**src/rtl/npc_pipe_pkg.sv**
```systemverilog
// npc_pipe_pkg
//   Shared definitions for the NPC pipeline boundaries (IFU->IDU->EXU->LSU):
//   payload structs carried by pipe_stage_reg instances and the NOP / bubble
//   encodings that are loaded into a boundary register when it is flushed.
//   No ports; imported with `import npc_pipe_pkg::*;`.
package npc_pipe_pkg;

  localparam int XLEN = 32;

  // addi x0, x0, 0 -- canonical RISC-V NOP, used as the instruction bubble.
  localparam logic [XLEN-1:0] NOP_INSTR = 32'h0000_0013;

  typedef struct packed {
    logic [XLEN-1:0] pc;
    logic [XLEN-1:0] instr;
  } ifu_idu_t;

  typedef struct packed {
    logic [XLEN-1:0] pc;
    logic [XLEN-1:0] src1;
    logic [XLEN-1:0] src2;
    logic [4:0]      rd;
    logic            wen;
  } idu_exu_t;

  typedef struct packed {
    logic [XLEN-1:0] addr;
    logic [XLEN-1:0] wdata;
    logic [4:0]      rd;
    logic            mem_ren;
    logic            mem_wen;
  } exu_lsu_t;

  // Bubble for the fetch/decode boundary: pc cleared, instruction = NOP.
  function automatic ifu_idu_t ifu_idu_bubble();
    ifu_idu_t b;
    b.pc    = '0;
    b.instr = NOP_INSTR;
    return b;
  endfunction

endpackage

```
**src/rtl/pipe_stage_cell.sv**
```systemverilog
// pipe_stage_cell
//   One valid + payload register stage. Loads in_valid/in_data when advance is
//   high; the payload is only overwritten when a valid word arrives, so an
//   emptied stage keeps its last value. flush empties the stage and loads
//   BUBBLE_VALUE; rst (async, active-high) empties it and loads RESET_VALUE.
// Ports
//   clk, rst          clock / asynchronous active-high reset
//   flush             synchronous kill, wins over advance
//   advance           stage may take a new entry this cycle
//   in_valid, in_data incoming entry
//   valid, data       registered stage contents
module pipe_stage_cell #(
  parameter int              WIDTH        = 32,
  parameter logic [WIDTH-1:0] RESET_VALUE  = '0,
  parameter logic [WIDTH-1:0] BUBBLE_VALUE = '0
) (
  input  logic             clk,
  input  logic             rst,
  input  logic             flush,
  input  logic             advance,
  input  logic             in_valid,
  input  logic [WIDTH-1:0] in_data,
  output logic             valid,
  output logic [WIDTH-1:0] data
);

  always_ff @(posedge clk or posedge rst) begin
    if (rst) begin
      valid <= 1'b0;
      data  <= RESET_VALUE;
    end else if (flush) begin
      valid <= 1'b0;
      data  <= BUBBLE_VALUE;
    end else if (advance) begin
      valid <= in_valid;
      if (in_valid) data <= in_data;
    end
  end

endmodule

```
**src/rtl/pipe_stage_reg.sv**
```systemverilog
// pipe_stage_reg
//   DEPTH-stage valid/ready pipeline register with back-pressure, synchronous
//   flush and configurable reset / bubble payloads. Replaces plain enable
//   registers between NPC pipeline stages.
// Ports
//   clk, rst              clock / asynchronous active-high reset
//   flush                 kill all in-flight entries at the next edge
//   in_valid, in_ready    upstream handshake, in_data payload
//   out_valid, out_ready  downstream handshake, out_data payload
// Configuration
//   PIPE_STAGE_REG_SKID_EN : adds a one-entry skid buffer in front of stage 0
//   so in_ready no longer depends combinationally on out_ready.
module pipe_stage_reg
  import npc_pipe_pkg::*;
#(
  parameter int               WIDTH        = 32,
  parameter int               DEPTH        = 1,
  parameter logic [WIDTH-1:0] RESET_VALUE  = '0,
  parameter logic [WIDTH-1:0] BUBBLE_VALUE = '0
) (
  input  logic             clk,
  input  logic             rst,
  input  logic             flush,
  input  logic             in_valid,
  output logic             in_ready,
  input  logic [WIDTH-1:0] in_data,
  output logic             out_valid,
  input  logic             out_ready,
  output logic [WIDTH-1:0] out_data
);

  logic [DEPTH-1:0] vld;
  logic [WIDTH-1:0] dat [DEPTH];
  logic [DEPTH:0]   adv;
  logic             s0_valid;
  logic [WIDTH-1:0] s0_data;

  assign adv[DEPTH] = out_ready;

  genvar k;
  generate
    for (k = 0; k < DEPTH; k++) begin : g_stage
      // Stage k can move iff some stage at or after it is empty, or the
      // output drains. Written in closed form to avoid a chained comb loop.
      assign adv[k] = out_ready | ~(&vld[DEPTH-1:k]);

      if (k == 0) begin : g_first
        pipe_stage_cell #(
          .WIDTH(WIDTH), .RESET_VALUE(RESET_VALUE), .BUBBLE_VALUE(BUBBLE_VALUE)
        ) u_cell (
          .clk(clk), .rst(rst), .flush(flush), .advance(adv[0]),
          .in_valid(s0_valid), .in_data(s0_data),
          .valid(vld[0]), .data(dat[0])
        );
      end else begin : g_next
        pipe_stage_cell #(
          .WIDTH(WIDTH), .RESET_VALUE(RESET_VALUE), .BUBBLE_VALUE(BUBBLE_VALUE)
        ) u_cell (
          .clk(clk), .rst(rst), .flush(flush), .advance(adv[k]),
          .in_valid(vld[k-1]), .in_data(dat[k-1]),
          .valid(vld[k]), .data(dat[k])
        );
      end
    end
  endgenerate

  assign out_valid = vld[DEPTH-1];
  assign out_data  = dat[DEPTH-1];

`ifdef PIPE_STAGE_REG_SKID_EN
  logic             skid_valid;
  logic [WIDTH-1:0] skid_data;

  // The skid only captures a word that was accepted while stage 0 could not
  // move; it holds while stalled and empties itself when it drains.
  pipe_stage_cell #(
    .WIDTH(WIDTH), .RESET_VALUE(RESET_VALUE), .BUBBLE_VALUE(BUBBLE_VALUE)
  ) u_skid (
    .clk(clk), .rst(rst), .flush(flush),
    .advance(~skid_valid | adv[0]),
    .in_valid(in_valid & ~skid_valid & ~adv[0]),
    .in_data(in_data),
    .valid(skid_valid), .data(skid_data)
  );

  assign in_ready = ~skid_valid & ~flush;
  // A parked word always enters stage 0 before anything new.
  assign s0_valid = skid_valid | in_valid;
  assign s0_data  = skid_valid ? skid_data : in_data;
`else
  assign in_ready = adv[0] & ~flush;
  assign s0_valid = in_valid;
  assign s0_data  = in_data;
`endif

endmodule

```
**config.mk**
```make
export PLATFORM = sky130hd
export DESIGN_NAME = pipe_stage_reg
export DESIGN_NICKNAME = d
export VERILOG_FILES = /design/src/rtl/npc_pipe_pkg.sv /design/src/rtl/pipe_stage_cell.sv /design/src/rtl/pipe_stage_reg.sv
export SDC_FILE = /design/constraint.sdc
export NUM_CORES = 1
export LEC_CHECK = 0
export ABC_AREA = 1
export BUFFER_PORTS_ARGS = -buffer_cell sky130_fd_sc_hd__buf_2
export CAP_MARGIN = 20
export CORE_ASPECT_RATIO = 0.6
export CORE_UTILIZATION = 29
export DETAILED_ROUTE_END_ITERATION = 8
export HOLD_SLACK_MARGIN = 0.03
export PLACE_DENSITY = 0.63
export SLEW_MARGIN = 20
export SYNTH_ARGS = -nofsm -noshare
export SYNTH_HDL_FRONTEND = slang
export SYNTH_HIERARCHICAL = 1
export SYNTH_SLANG_ARGS = --single-unit
```
**constraint.sdc**
```tcl
create_clock -name clk -period 1.6 [get_ports clk]
set_clock_uncertainty 0.15 [all_clocks]
set_input_delay 0.16 -clock clk [delete_from_list [all_inputs] [get_ports clk]]
set_output_delay 0.16 -clock clk [all_outputs]
set_load 0.02 [all_outputs]
```
* Word-level counts from Yosys, hierarchy flattened
Cells that the tools add are included.
** Operators by class
- Multiplexer cells :: 5
- Bitwise logic cells :: 4
- Reduce and logical (&&, ||, !) cells :: 3
** Operators with widths (count)
- two-way mux 32 bit :: 3
- nonzero test 2 bit :: 2
- two-way mux 1 bit :: 2
- inverter 1 bit :: 2
- AND reduction 2 bit :: 1
- bitwise AND 1 bit :: 1
- OR 1 bit :: 1
** Word-level totals
- Register bits after elaboration :: 33
- Input port bits :: 37
- Output and inout port bits :: 34
- Word-level logic and storage cells :: 14

* Depth between registers and ports, before layout
- Depth in word-level cells :: 4
- Depth in mapped cells :: 7
- Depth with buffers taken out :: 6

* Cells and area by module
The synthesis kept the hierarchy.
** Modules (own cells, without submodules)
- pipe_stage_cell :: times used 1, cells an instance 213, area each 1620.3 µm², sequential area each 825.8 µm²
- pipe_stage_reg :: times used 1, cells an instance 3, area each 16.3 µm², sequential area each 0.0 µm²

* Least setup slack after synthesis
No wires, ideal clock.
- Path kind :: flip-flop to flip-flop
- From :: reg g_stage[0].g_first.u_cell.valid
- To :: reg g_stage[0].g_first.u_cell.data[0]
- Library setup time :: 117 ps
- Data arrival time :: 1022 ps
- Required time :: 1333 ps
- Slack :: 311 ps
- Stages on the path, launching flop included :: 7
- Buffers on the path :: 1
- Clock period less this slack :: 1289 ps
- Path through :: dfrtp_1 nand2_1 nand2_4 nand2_8 buf_6 nand2_1 nand2_1
** On the way
- Longest elaborated chain between the ends :: 4
** RTL lines
- start, declared :: RTL line pipe_stage_cell.sv:23 : output logic valid,
- start signal, assigned :: RTL line pipe_stage_cell.sv:35 : valid <= in_valid;
- inverter 1 bit :: RTL line pipe_stage_reg.sv:45 : assign adv[k] = out_ready | ~(&vld[DEPTH-1:k]);
- OR 1 bit :: RTL line pipe_stage_reg.sv:45
- named net adv[0] :: RTL line pipe_stage_reg.sv:34 : logic [DEPTH:0] adv;
- nonzero test 2 bit (no line)
- AND reduction 2 bit (no line)
- end signal, assigned :: RTL line pipe_stage_cell.sv:36 : if (in_valid) data <= in_data;
- end, declared :: RTL line pipe_stage_cell.sv:24 : output logic [WIDTH-1:0] data
The timed path passes the listed nets, and every way through them passes these cells.
A chain may end at the register's enable or synchronous reset.

* Worst setup path in the final report
- From :: reg g_stage[0].g_first.u_cell.valid
- To :: reg g_stage[0].g_first.u_cell.data[20]
Same word-level chain as after synthesis.

==> results.toml <==
[grt]
grt_pass1_vias = 1530
grt_max_degree = 34
grt_antenna_before_repair = 0
overflow = 0
grt_pass1_wl_mm = 6.900
grt_usage = 0.1507

[synthesis]
synth.most_common_cell = "nand2_1"
synth_top_area_share = 0.5046
synthArstFlopShare = 1.000
yosysWarnings = 6
netlist_instances = 216
syn_nets = 253
synthTopCellsByArea = "dfrtp_1 50%, nand2_1 15%, nand3_1 9.8%"
synth_edf_count = 0
yosys.area.top_type = "dfrtp_1"
yosysSeqAreaShare = 0.5046
synth-seq-cells = 33
syn-mean-instance-area_um2 = 7.577
yosys-top-cells-count = "66 x nand2_1, 34 x inv_1, 33 x dfrtp_1, 33 x nor2_1, 32 x nand3_1"
ys.flop_type = "dfrtp_1"
netlist-cell-type-count = 13
synth_area_mm2 = 0.001637

[sta]
setup-tns-final_ns = 0
finalCritPeriodShare = 0.8851
holdWs_ns = 0.04296
slew_headroom = 0.7220
drv_slew = 0
worst_pin_slew_ns = 0.4170
setup_viol = 0
fin_crit_ns = 1.416
fmax_mhz = 706.1
hold_viol_final = 0
rsz0062_at_grt = "false"

[worst_setup_path]
critPathLaunchType = "register"
r2r_cells = 5
max_stage_delay_ns = 0.41
path_cells = "nand2_1 > nand2_4 > nand2_8 > nand2_1 > nand2_1"
worstPathRequired_ns = 1.62
crit_arrival_ns = 1.43
cp_common_cell = "nand2_1"
worstSetupPathType = "register to register"
slowest_stage = "dfrtp_1"
cp_max_fo = 32
end_kind = "register"

[min_path]
hold_path_depth = 5
hp-class = "input pin to register"

[outcome]
status = "completed"

[clocking]
numCtsBuffers = 5
cts_resized = 0
cts_tree = "built"
clkLatencyLatePin_ns = 0.27
cts-htree-levels = 2
cts_setup_buffers = 0
root_buffer = "clkbuf_8"
clock_sinks = 33
clkSlewWorstSetupHoldPaths_ns = 0.06
clk_path_buf_depth = 2
hold_buffers = 26

[drt]
drt_iter0_drc = 54
vias = 1623
wl_mm = 4.264
first_pass_iters = 4
drtAntennaViolNets = 0
route.detailed.drc = 0
wl_per_cell_um = 11.34
via_per_inst = 4.316

[floorplan]
start_util = 0.3114
io_pins = 71
die_h_um = 60.19
fp.dieW_um = 98.98
rows = 20
core_area_mm2 = 0.005255
die-area_mm2 = 0.005958

[power_and_ir_drop]
leakagePower_uw = 0.001438
power_uw = 1964
peakVddDrop_v = 0.0003312
p_per_area_mw_per_mm2 = 835.7

[cells_and_area]
drive_gt1_frac = 0.2710
layout.nets = 346
fill_cells = 557
antenna_cells_inserted = 0
finalNonFillerCells = 376
syn_to_final_growth_pct = 43.58

[placed_design]
dp_hpwl_mm = 2.681
gp_congestion = 0.7515
placed_cells = 342
io_buffers = 70

[job]
drv_cap = 0
[cell families after synthesis]
family                 Yosys count  share of synthesized area
buffers and inverters           48                     0.1430
AND/OR/NAND/NOR                133                     0.3440
AO/OA/AOI/OAI                    2                   0.008408
flip-flops                      33                     0.5046
[cells in the final DEF (no fill, tap or decap), drive strengths merged]
master	instances
clkinv	2
inv	35
dfrtp	33
o21ai	1
a21oi	1
dlygate4sd3	26
nor2	33
buf	73
nand2	68
nand3	32
clkbuf	6
[worst paths after layout]
check / start / to / slack [ns]
max in group asynchronous: rst / g_stage[0].g_first.u_cell/valid$_DFFE_PP0P_ / 0.64
setup reg to reg: g_stage[0].g_first.u_cell/valid$_DFFE_PP0P_ / g_stage[0].g_first.u_cell/data[20]$_DFFE_PP0P_ / 0.18
min in group asynchronous: rst / g_stage[0].g_first.u_cell/data[22]$_DFFE_PP0P_ / 0.36
hold / removal: in_data[9] / g_stage[0].g_first.u_cell/data[9]$_DFFE_PP0P_ / 0.04
hold reg to reg: g_stage[0].g_first.u_cell/data[12]$_DFFE_PP0P_ / g_stage[0].g_first.u_cell/data[12]$_DFFE_PP0P_ / 0.36
setup / recovery: g_stage[0].g_first.u_cell/valid$_DFFE_PP0P_ / g_stage[0].g_first.u_cell/data[20]$_DFFE_PP0P_ / 0.18
[sequential cells by signal, summed over array words and instances, names as in the netlist]
name                          count
g_stage.g_first.u_cell/data      32
g_stage.g_first.u_cell/valid      1
[report_power, final]
| part | switching, uW | leakage (uW) | internal (uW) |
|---|---|---|---|
| registers | 39.9 | 0.000428 | 899 |
| clock network | 282 | 0.0000450 | 301 |
| logic | 265 | 0.000965 | 177 |
[worst max-delay path: cells and delay by family, from the launching register on]
family,cells,cell delay [ns]
simple gates,5,0.72
flops,1,0.41
[per-layer routing]
layer | wire, um | global-route usage | part of all wire
met2 | 1794 | 0.2388 | 0.42
met5 | 0 | 0 | 0
met1 | 2162 | 0.2026 | 0.51
met4 | 14 | 0.03838 | 0.0033
met3 | 292 | 0.04561 | 0.068
[cell type report]
cell class / count / area [um2] / area share
Clock buffer: 6 / 72.57 / 0.03088
Inverter: 35 / 136.4 / 0.05804
Clock inverter: 2 / 10.01 / 0.004260
Tap cell: 66 / 82.58 / 0.03514
Sequential cell: 33 / 825.8 / 0.3514
Timing Repair Buffer: 99 / 645.6 / 0.2748
Multi-Input combinational cell: 135 / 576.8 / 0.2455
[metrics by stage]
| step | utilization | instance area (um2) | setup slack (ns) |
|---|---|---|---|
| 3_3_place_gp | 0.3819 | 2007 | 0.2575 |
| 4_1_cts | 0.4471 | 2350 | 0.1818 |
| 5_1_grt | 0.4471 | 2350 | 0.05920 |
| 2_1_floorplan | - | 1637 | 0.3114 |
| 6_report | 0.4471 | 2350 | 0.1838 |
| 3_5_place_dp | 0.3819 | 2007 | 0.1901 |
Note: power is estimated with default switching activity, not from simulation.
